File: config.mk
export PLATFORM = sky130hd
export DESIGN_NAME = mul_cla_pipe_adder_flat
export DESIGN_NICKNAME = d
export VERILOG_FILES = /design/src/rtl/mul_cla_pipe_adder_if.sv /design/src/rtl/mul_cla_pipe_adder.sv /design/src/flat_wrapper.sv
export SDC_FILE = /design/constraint.sdc
export NUM_CORES = 1
export LEC_CHECK = 0
export ABC_AREA = 1
export ABC_CLOCK_PERIOD_IN_PS = 6900
export CAP_MARGIN = 20
export CORE_ASPECT_RATIO = 2
export CORE_MARGIN = 8
export CORE_UTILIZATION = 56
export CTS_CLUSTER_DIAMETER = 150
export DETAILED_ROUTE_END_ITERATION = 16
export GPL_TIMING_DRIVEN = 0
export PLACE_DENSITY = 0.95
export REMOVE_ABC_BUFFERS = 1
export SLEW_MARGIN = 20
export SYNTH_ARGS = -nofsm -noshare
export SYNTH_HDL_FRONTEND = slang
export SYNTH_SLANG_ARGS = --single-unit
File: constraint.sdc
create_clock -name i_clk -period 6.9 [get_ports i_clk]
set_input_delay 0.69 -clock i_clk [delete_from_list [all_inputs] [get_ports i_clk]]
set_output_delay 0.69 -clock i_clk [all_outputs]
set_load 0.05 [all_outputs]
File: src/rtl/mul_cla_pipe_adder_if.sv
// Operand/result handshake bundle for the pipelined CLA adder/subtractor.
// The upstream side drives operands and the downstream side drives i_ready.
interface mul_cla_pipe_adder_if #(
  parameter int WIDTH = 24
);
  logic             i_valid;
  logic             o_ready;
  logic             i_sub;
  logic             i_carry;
  logic [WIDTH-1:0] i_data_a;
  logic [WIDTH-1:0] i_data_b;
  logic             o_valid;
  logic             i_ready;
  logic [WIDTH-1:0] o_sum;
  logic             o_carry;
  logic             o_overflow;
  logic             o_zero;

  modport master (
    output i_valid, i_sub, i_carry, i_data_a, i_data_b, i_ready,
    input  o_ready, o_valid, o_sum, o_carry, o_overflow, o_zero
  );

  modport slave (
    input  i_valid, i_sub, i_carry, i_data_a, i_data_b, i_ready,
    output o_ready, o_valid, o_sum, o_carry, o_overflow, o_zero
  );
endinterface

File: src/rtl/mul_cla_pipe_adder.sv
// Pipelined carry-lookahead adder/subtractor with a global stall enable.
// Each stage adds one SEG-bit slice; operand and sum slices are skewed so an op leaves whole.
module mul_cla_pipe_adder #(
  parameter int WIDTH  = 24,
  parameter int GROUP  = 4,
  parameter int STAGES = 2
) (
  input  logic                i_clk,
  input  logic                i_rst,
  mul_cla_pipe_adder_if.slave bus
);
  localparam int SEG = WIDTH / ((STAGES < 1) ? 1 : STAGES);
  localparam int NG  = SEG / ((GROUP < 1) ? 1 : GROUP);

  if ((STAGES < 1) || (GROUP < 1) ? 1'b1 : ((WIDTH % (GROUP * STAGES)) != 0)) begin : g_bad_cfg
    $error("mul_cla_pipe_adder: WIDTH must be a multiple of GROUP*STAGES and STAGES >= 1");
  end

  // Returns {carry_out, sum}; group carries are flattened sum-of-products, not a ripple.
  function automatic logic [SEG:0] cla_seg(input logic [SEG-1:0] a,
                                           input logic [SEG-1:0] b,
                                           input logic           cin);
    logic [SEG-1:0] p;
    logic [SEG-1:0] g;
    logic [SEG-1:0] c;
    logic [NG-1:0]  gp;
    logic [NG-1:0]  gg;
    logic [NG:0]    gc;
    logic           t;
    p = a ^ b;
    g = a & b;
    for (int n = 0; n < NG; n++) begin
      gp[n] = 1'b1;
      gg[n] = 1'b0;
      for (int i = GROUP - 1; i >= 0; i--) begin
        gg[n] = gg[n] | (g[n*GROUP+i] & gp[n]);
        gp[n] = gp[n] & p[n*GROUP+i];
      end
    end
    gc[0] = cin;
    for (int n = 1; n <= NG; n++) begin
      gc[n] = 1'b0;
      t     = 1'b1;
      for (int j = n - 1; j >= 0; j--) begin
        gc[n] = gc[n] | (gg[j] & t);
        t     = t & gp[j];
      end
      gc[n] = gc[n] | (cin & t);
    end
    for (int n = 0; n < NG; n++) begin
      c[n*GROUP] = gc[n];
      for (int i = 1; i < GROUP; i++) begin
        c[n*GROUP+i] = g[n*GROUP+i-1] | (p[n*GROUP+i-1] & c[n*GROUP+i-1]);
      end
    end
    return {gc[NG], p ^ c};
  endfunction

  logic en_s;

  for (genvar k = 0; k < STAGES; k++) begin : stg
    localparam int LO  = k * SEG;
    localparam int REM = WIDTH - LO;

    logic [REM-1:0]    a_in_s;
    logic [REM-1:0]    b_in_s;
    logic              sub_in_s;
    logic              cin_s;
    logic              vld_in_s;
    logic [SEG-1:0]    b_eff_s;
    logic [SEG:0]      res_s;
    logic [LO+SEG-1:0] sum_nxt_s;
    logic              vld_r;
    logic              carry_r;
    logic [LO+SEG-1:0] sum_r;

    if (k == 0) begin : g_src
      assign a_in_s    = bus.i_data_a;
      assign b_in_s    = bus.i_data_b;
      assign sub_in_s  = bus.i_sub;
      assign cin_s     = bus.i_sub | bus.i_carry;
      assign vld_in_s  = bus.i_valid;
      assign sum_nxt_s = res_s[SEG-1:0];
    end else begin : g_src
      assign a_in_s    = stg[k-1].g_fwd.a_r;
      assign b_in_s    = stg[k-1].g_fwd.b_r;
      assign sub_in_s  = stg[k-1].g_fwd.sub_r;
      assign cin_s     = stg[k-1].carry_r;
      assign vld_in_s  = stg[k-1].vld_r;
      assign sum_nxt_s = {res_s[SEG-1:0], stg[k-1].sum_r};
    end

    assign b_eff_s = b_in_s[SEG-1:0] ^ {SEG{sub_in_s}};
    assign res_s   = cla_seg(a_in_s[SEG-1:0], b_eff_s, cin_s);

    // Stage result register; valid advances on every enabled edge so bubbles keep their slot
    always_ff @(posedge i_clk or posedge i_rst) begin
      if (i_rst) begin
        vld_r   <= 1'b0;
        carry_r <= 1'b0;
        sum_r   <= '0;
      end else if (en_s) begin
        vld_r <= vld_in_s;
        if (vld_in_s) begin
          carry_r <= res_s[SEG];
          sum_r   <= sum_nxt_s;
        end
      end
    end

    if (k < STAGES - 1) begin : g_fwd
      logic [REM-SEG-1:0] a_r;
      logic [REM-SEG-1:0] b_r;
      logic               sub_r;

      // Upper operand slices and the mode bit wait here for their stage
      always_ff @(posedge i_clk or posedge i_rst) begin
        if (i_rst) begin
          a_r   <= '0;
          b_r   <= '0;
          sub_r <= 1'b0;
        end else if (en_s && vld_in_s) begin
          a_r   <= a_in_s[REM-1:SEG];
          b_r   <= b_in_s[REM-1:SEG];
          sub_r <= sub_in_s;
        end
      end
    end else begin : g_last
      logic ovf_r;
      logic zero_r;

      // Flags are registered alongside the final sum; MSB carry-in is recovered as a^b^sum
      always_ff @(posedge i_clk or posedge i_rst) begin
        if (i_rst) begin
          ovf_r  <= 1'b0;
          zero_r <= 1'b0;
        end else if (en_s && vld_in_s) begin
          ovf_r  <= a_in_s[SEG-1] ^ b_eff_s[SEG-1] ^ res_s[SEG-1] ^ res_s[SEG];
          zero_r <= ~|sum_nxt_s;
        end
      end
    end
  end

  assign en_s           = ~stg[STAGES-1].vld_r | bus.i_ready;
  assign bus.o_ready    = en_s;
  assign bus.o_valid    = stg[STAGES-1].vld_r;
  assign bus.o_sum      = stg[STAGES-1].sum_r;
  assign bus.o_carry    = stg[STAGES-1].carry_r;
  assign bus.o_overflow = stg[STAGES-1].g_last.ovf_r;
  assign bus.o_zero     = stg[STAGES-1].g_last.zero_r;
endmodule
File: src/flat_wrapper.sv
// flat-port wrapper written by rule: the top's interface ports become plain ports
module mul_cla_pipe_adder_flat 
#(
  parameter int WIDTH  = 24,
  parameter int GROUP  = 4,
  parameter int STAGES = 2
)
  (i_clk, i_rst, bus_i_valid, bus_i_sub, bus_i_carry, bus_i_data_a, bus_i_data_b, bus_i_ready, bus_o_ready, bus_o_valid, bus_o_sum, bus_o_carry, bus_o_overflow, bus_o_zero);
  mul_cla_pipe_adder_if #(.WIDTH(WIDTH)) bus_i ();
  input  logic i_clk;
  input  logic i_rst;
  input wire logic [$bits(bus_i.i_valid)-1:0] bus_i_valid;
  input wire logic [$bits(bus_i.i_sub)-1:0] bus_i_sub;
  input wire logic [$bits(bus_i.i_carry)-1:0] bus_i_carry;
  input wire logic [$bits(bus_i.i_data_a)-1:0] bus_i_data_a;
  input wire logic [$bits(bus_i.i_data_b)-1:0] bus_i_data_b;
  input wire logic [$bits(bus_i.i_ready)-1:0] bus_i_ready;
  output wire logic [$bits(bus_i.o_ready)-1:0] bus_o_ready;
  output wire logic [$bits(bus_i.o_valid)-1:0] bus_o_valid;
  output wire logic [$bits(bus_i.o_sum)-1:0] bus_o_sum;
  output wire logic [$bits(bus_i.o_carry)-1:0] bus_o_carry;
  output wire logic [$bits(bus_i.o_overflow)-1:0] bus_o_overflow;
  output wire logic [$bits(bus_i.o_zero)-1:0] bus_o_zero;
  assign bus_i.i_valid = bus_i_valid;
  assign bus_i.i_sub = bus_i_sub;
  assign bus_i.i_carry = bus_i_carry;
  assign bus_i.i_data_a = bus_i_data_a;
  assign bus_i.i_data_b = bus_i_data_b;
  assign bus_i.i_ready = bus_i_ready;
  assign bus_o_ready = bus_i.o_ready;
  assign bus_o_valid = bus_i.o_valid;
  assign bus_o_sum = bus_i.o_sum;
  assign bus_o_carry = bus_i.o_carry;
  assign bus_o_overflow = bus_i.o_overflow;
  assign bus_o_zero = bus_i.o_zero;
  mul_cla_pipe_adder #(.WIDTH(WIDTH), .GROUP(GROUP), .STAGES(STAGES)) u_core (.i_clk(i_clk), .i_rst(i_rst), .bus(bus_i));
endmodule
==> results.cfg, run 1 <==
[run_status]
status = completed

[placement]
placed_cells = 607
hpwl_mm = 7.30
io_buffers = 82
pre_cts_ws_ns = 2.39
gp_congestion = 0.896

[timing]
finalCritPeriodShare_pct = 60.6
fin_skew_ns = 0.00669
finalHoldViolations = 0
rsz0062_at_grt = false
timing.setup.tns_ns = 0
worstMarginPinSlew_ns = 0.743
drv_slew = 0
fmax_mhz = 239
fin_crit_ns = 4.18
finalSetupViolations = 0
worst_slack_ns = 2.72
slew-limit-headroom_pct = 50.3

[floorplan]
die_x_um = 75.7
coreArea_um2 = 6940
die_h_um = 135
io-pin-count = 83
start_util_pct = 57.6
rows = 43
dieArea_um2 = 10300

[synth]
synth_ff_type = dfrtp_1
syn-cell-area_um2 = 4000
ys_top_cells_by_area = dfrtp_1 42%, nand2_1 14%, fa_1 9.0%
synth.most_common_cell = nand2_1
syn_area_per_cell_um2 = 8.88
async_flop_share_pct = 100
ys_types = 30
ys_seq_elements = 67
synth_top_area_cell = dfrtp_1
ys_top_cells_by_count = 148 x nand2_1, 67 x dfrtp_1, 54 x inv_1
synth_top_area_share_pct = 42.0
syn_inst = 450
synth_seq_area_share_pct = 42.0
yosys_warnings = 0
synth_edf_count = 0

[layout]
n_antenna_cell = 0
nFillCells = 465
nNetsFinal = 624
layout.cells.non_filler = 623
drive_gt1_share_pct = 6.19
area_delta_synth_final_pct = 29.6
utilization_pct = 74.6

[global_route]
grt-ovfl-total = 0
grt_pass1_vias = 3487
grt_start_max_net_pins = 47
grt_antenna_before_repair = 0
grt_pass1_wl_mm = 15.6
grt_usage_pct = 20.3

[clock_tree]
cts_tree = built
cts_made_buffers = 9
cts.path.max_buffers = 2
cts_setup_buffers = 0
cts.sinks = 67
htree_num_levels = 3
clkTransAtPathRegs_ns = 0.06
cts_root_buffer = clkbuf_16
clk_latency_ns = 0.34
hold_buffers = 0
cts_resized = 0

[worst_setup_path]
crit_arrival_ns = 4.38
crit_path_max_fanout = 14
critPathRequiredTime_ns = 7.10
crit_type = input port to flip-flop
end_kind = flip-flop
start_kind = input port

[power]
power_leakage_nw = 2.55
power_w = 0.00202
power.density_nw_per_um2 = 390
irDropWorstVdd_mv = 0.156

[drt]
drtPass1Iterations = 4
routedWlPerCell_um = 15.7
num_vias = 3261
drc = 0
drt_iter0_drc = 185
postRouteAntennaNets = 0
vias_per_cell = 5.23
wl_mm = 9.77

[run]
drv_cap = 0

[min_path]
hold_path_class = flip-flop to flip-flop
## registers in the layout, summed over array words and instances, names as in the netlist, 12 cells and up
| signal | count |
|---|---|
| u_core.bus.o_sum | 24 |
| u_core.stg.g_fwd.a_r | 12 |
| u_core.stg.g_fwd.b_r | 12 |
| u_core.stg.sum_r | 12 |
## layout by cell type (no fill, tap or decap), types with 2 or more instances in the layout
master / instances
o21ai_2: 6
nand4_1: 9
clkinv_2: 2
xnor2_1: 20
nand3_1: 12
nor2_1: 19
inv_4: 2
inv_2: 3
o21ai_1: 26
fa_1: 18
nand2_1: 148
a21oi_1: 5
clkbuf_16: 9
inv_1: 53
clkdlybuf4s50_1: 82
ha_1: 24
dfrtp_1: 67
nor4_1: 2
bufinv_16: 3
xor2_1: 10
## cells by family (layout without fill, tap and decap cells)
logic type	count (synthesis)	in the layout	share of synthesized area (%)
AOI/OAI and AO/OA	39	39	5.54
xor gates and xnor gates	30	30	6.57
adders and majority gates	42	42	16.5
buffers and inverters	74	157	8.55
DFF	67	67	42.0
and+or+nand+nor	198	198	20.9
## power breakdown
part           internal, W  switching [W]
Clock             0.000352       0.000175
Combinational     0.000329       0.000579
Sequential        0.000507      0.0000791
## worst max-delay path, cell delays in order
cell and delay, ns:
clkdlybuf4s50_1 0.80, xnor2_1 0.46, inv_1 0.09, ha_1 0.32
nand3_2 0.08, nand3b_1 0.20, a21oi_2 0.19, nor2_1 0.07
fa_1 0.39, fa_1 0.40, fa_1 0.42, xor2_1 0.18
o21ai_1 0.09
## layout make-up
cell class | instances | area [um^2] | area share (%)
Clock buffer | 9 | 225 | 4.35
Clock inverter | 7 | 116 | 2.25
Inverter | 58 | 223 | 4.30
Multi-Input combinational cell | 309 | 1980 | 38.2
Sequential cell | 67 | 1680 | 32.4
Tap cell | 90 | 113 | 2.17
Timing Repair Buffer | 83 | 848 | 16.4
## layer usage
layer / global-route usage [%] / share of wire, % / up-vias
met5: 0 / 0 / -
met4: 11.1 / 3.6 / 0
met3: 4.38 / 4.4 / 30
met2: 37.3 / 57 / 110
met1: 19.5 / 35 / 1571
li1: - / - / 1550
## path summary, 6_finish.rpt
kind | startpoint | depth (start not counted) | slack, ns | endpoint
setup / recovery | bus_i_sub | 13 | 2.72 | u_core.stg[0].sum_r[11]$_DFFE_PP0P_
hold / removal | u_core.bus.o_sum[6]$_DFFE_PP0P_ | 2 | 0.48 | u_core.bus.o_sum[6]$_DFFE_PP0P_
setup reg to reg | u_core.stg[0].g_fwd.sub_r$_DFFE_PP0P_ | 17 | 2.95 | u_core.bus.o_zero$_DFFE_PP0P_
hold reg to reg | u_core.bus.o_sum[6]$_DFFE_PP0P_ | 2 | 0.48 | u_core.bus.o_sum[6]$_DFFE_PP0P_
max in group asynchronous | i_rst | 3 | 5.72 | u_core.stg[0].g_fwd.a_r[3]$_DFFE_PP0P_
min in group asynchronous | i_rst | 2 | 0.66 | u_core.stg[0].sum_r[4]$_DFFE_PP0P_
## through the flow
step	hold WS [ns]	area, um^2
after floorplan	0.453	3870
after global placement	0.457	4810
after detailed placement	0.461	4840
after CTS	0.479	5180
after global routing	0.490	5180
final	0.476	5180
Power figures use the tool's default switching activity.
==> run 2, diff against run 1 <==
--- a/config.mk
+++ b/config.mk
@@ -6,15 +6,15 @@
 export NUM_CORES = 1
 export LEC_CHECK = 0
 export ABC_AREA = 1
-export ABC_CLOCK_PERIOD_IN_PS = 6900
+export ABC_CLOCK_PERIOD_IN_PS = 4000
 export CAP_MARGIN = 20
 export CORE_ASPECT_RATIO = 2
 export CORE_MARGIN = 8
-export CORE_UTILIZATION = 56
+export CORE_UTILIZATION = 52
 export CTS_CLUSTER_DIAMETER = 150
 export DETAILED_ROUTE_END_ITERATION = 16
 export GPL_TIMING_DRIVEN = 0
-export PLACE_DENSITY = 0.95
+export PLACE_DENSITY = 0.91
 export REMOVE_ABC_BUFFERS = 1
 export SLEW_MARGIN = 20
 export SYNTH_ARGS = -nofsm -noshare
==> constraint.sdc (replaced) <==
create_clock -name i_clk -period 4 [get_ports i_clk]
set_input_delay 0.4 -clock i_clk [delete_from_list [all_inputs] [get_ports i_clk]]
set_output_delay 0.4 -clock i_clk [all_outputs]
set_load 0.05 [all_outputs]
==> run 2 against run 1 <==
Against the previous run:
- critical path depth rose by 4
- register-to-register slack worse by 2.7 ns
- first-iteration DRC count down 7.6%
- clock power rose by 72%
- critical path type is now flip-flop to flip-flop
==> results.cfg, run 2 (synthesis results as in run 1) <==
[run_status]
status = completed

[layout]
drive_gt1_share_pct = 6.38
utilization_pct = 68.9
largest_reg_flops = 24
n_antenna_cell = 0
area_delta_synth_final_pct = 30.1
final_common_cell = nand2_1
final_area_um2 = 5200
nNetsFinal = 624
final_cell_mix = 148 x nand2_1, 81 x clkdlybuf4s50_1, 66 x dfrtp_1, 53 x inv_1, 26 x o21ai_1

[worst_setup_path]
critPathRequiredTime_ns = 4.27
crit_arrival_ns = 3.98
critPathMaxStageDelay_ns = 0.56
critPathTopFamily = adder cells
start_kind = flip-flop
path_common_cell = nand2_1
worstRegToRegCells = 17
end_kind = flip-flop
crit_path_start = u_core.stg[0].g_fwd.sub_r$_DFFE_PP0P_
crit_path_max_fanout = 13
critical-path-slowest-cell = dfrtp_2
path_cells = xnor2_1, inv_1, ha_1, nand2_1, nand2_1, nand3_1, nand2_1, inv_1, nor2_1, nor2_1, fa_1, fa_1, fa_1, xnor2_1, nor3_1, nand3_1, nand2_1
crit_buf_inv = 2
reg2reg_from = u_core.stg[0].g_fwd.sub_r$_DFFE_PP0P_
crit_type = flip-flop to flip-flop
rrSetupSlack_ns = 0.29
r2r_end = u_core.bus.o_zero$_DFFE_PP0P_

[clock_tree]
cts.sinks = 67
cts_setup_buffers = 0
htree_num_levels = 3
clkTransAtPathRegs_ns = 0.06
cts_root_buffer = clkbuf_16
clk_latency_ns = 0.33
cts.path.max_buffers = 2
cts_tree = built
cts_made_buffers = 9
hold_buffers = 0

[placement]
place_area_um2 = 4840
pre_cts_ws_ns = -0.215
hpwl_mm = 7.02
gp_congestion = 0.850
io_buffers = 82

[timing]
fmax_mhz = 270
drv_slew = 0
finalSetupViolations = 0
fin_crit_ns = 3.71
fin_skew_ns = 0.00624
timing.setup.tns_ns = 0
finalCritPeriodShare_pct = 92.7
worst_slack_ns = 0.292
worstMarginPinSlew_ns = 0.713
slew-limit-headroom_pct = 52.4
rsz0062_at_grt = false
finalHoldViolations = 0

[floorplan]
rows = 45
dieArea_um2 = 10900
coreArea_um2 = 7540
start_util_pct = 53.0
die_h_um = 140
die_x_um = 78.0
io-pin-count = 83

[power]
power_leakage_nw = 2.57
power.density_nw_per_um2 = 666
irDropWorstVdd_mv = 0.355
power_w = 0.00346

[drt]
vias_per_cell = 5.09
routedWlPerCell_um = 14.7
drc = 0
wl_mm = 9.22
num_vias = 3189
drtPass1Iterations = 4
postRouteAntennaNets = 0
drt_iter0_drc = 171

[global_route]
grt_start_max_net_pins = 63
grt_pass1_vias = 3529
grt_pass1_wl_mm = 15.6
grt_usage_pct = 17.8
grt_antenna_before_repair = 0
grt-ovfl-total = 0

[min_path]
hold_path_class = input port to async pin

[run]
drv_cap = 0
run 2: changes by cell type in the layout (fill, tap and decap cells not counted), sizes merged:
cell | before | now
clkbuf | 9 | 11
clkinv | 3 | 2
dlymetal6s2s | 0 | 1
clkdlybuf4s50 | 82 | 81
clkinvlp | 1 | 0
run 2: worst max path at each step:
stage                                               end  slack [ns]  depth (start not counted)
global placement    u_core.stg[0].sum_r[11]$_DFFE_PP0P_       -0.11                         13
global route              u_core.bus.o_zero$_DFFE_PP0P_       0.002                         17
detailed placement  u_core.stg[0].sum_r[11]$_DFFE_PP0P_       -0.21                         13
finish                    u_core.bus.o_zero$_DFFE_PP0P_        0.29                         17
floorplan                 u_core.bus.o_zero$_DFFE_PP0P_        0.59                         17
CTS                       u_core.bus.o_zero$_DFFE_PP0P_        0.03                         17
run 2: where the power goes:
group	internal, W	leakage (nW)	switching [W]
clock network	0.000623	0.169	0.000285
registers	0.000876	0.826	0.000135
logic	0.000564	1.57	0.000977
total	0.00206	2.57	0.00140
run 2: per-stage QoR:
stage / std cells / hold WS (ns)
6_report: 627 / 0.294
4_1_cts: 627 / 0.291
5_1_grt: 627 / 0.308
2_1_floorplan: 434 / 0.453
3_3_place_gp: 610 / 0.456
3_5_place_dp: 611 / 0.460
run 2: area by class of cell:
cell class,instances,area [um^2]
fill,595,2350
multi-input combinational,309,1990
sequential,67,1680
timing repair buffer,83,851
clock buffer,11,243
inverter,58,223
tap,94,118
clock inverter,5,100
run 2: what timing repair did:
item,CTS,global route
hold endpoints to repair,0,0
resized for setup,0,3
setup endpoints to repair,0,4
run 2: routing by layer:
| layer | wire length (um) | global-route usage, % | vias up |
|---|---|---|---|
| met5 | 0 | 0 | - |
| met4 | 386 | 10.8 | 0 |
| met3 | 412 | 4.04 | 24 |
| met2 | 5140 | 32.6 | 82 |
| met1 | 3290 | 17.3 | 1535 |
| li1 | - | - | 1548 |
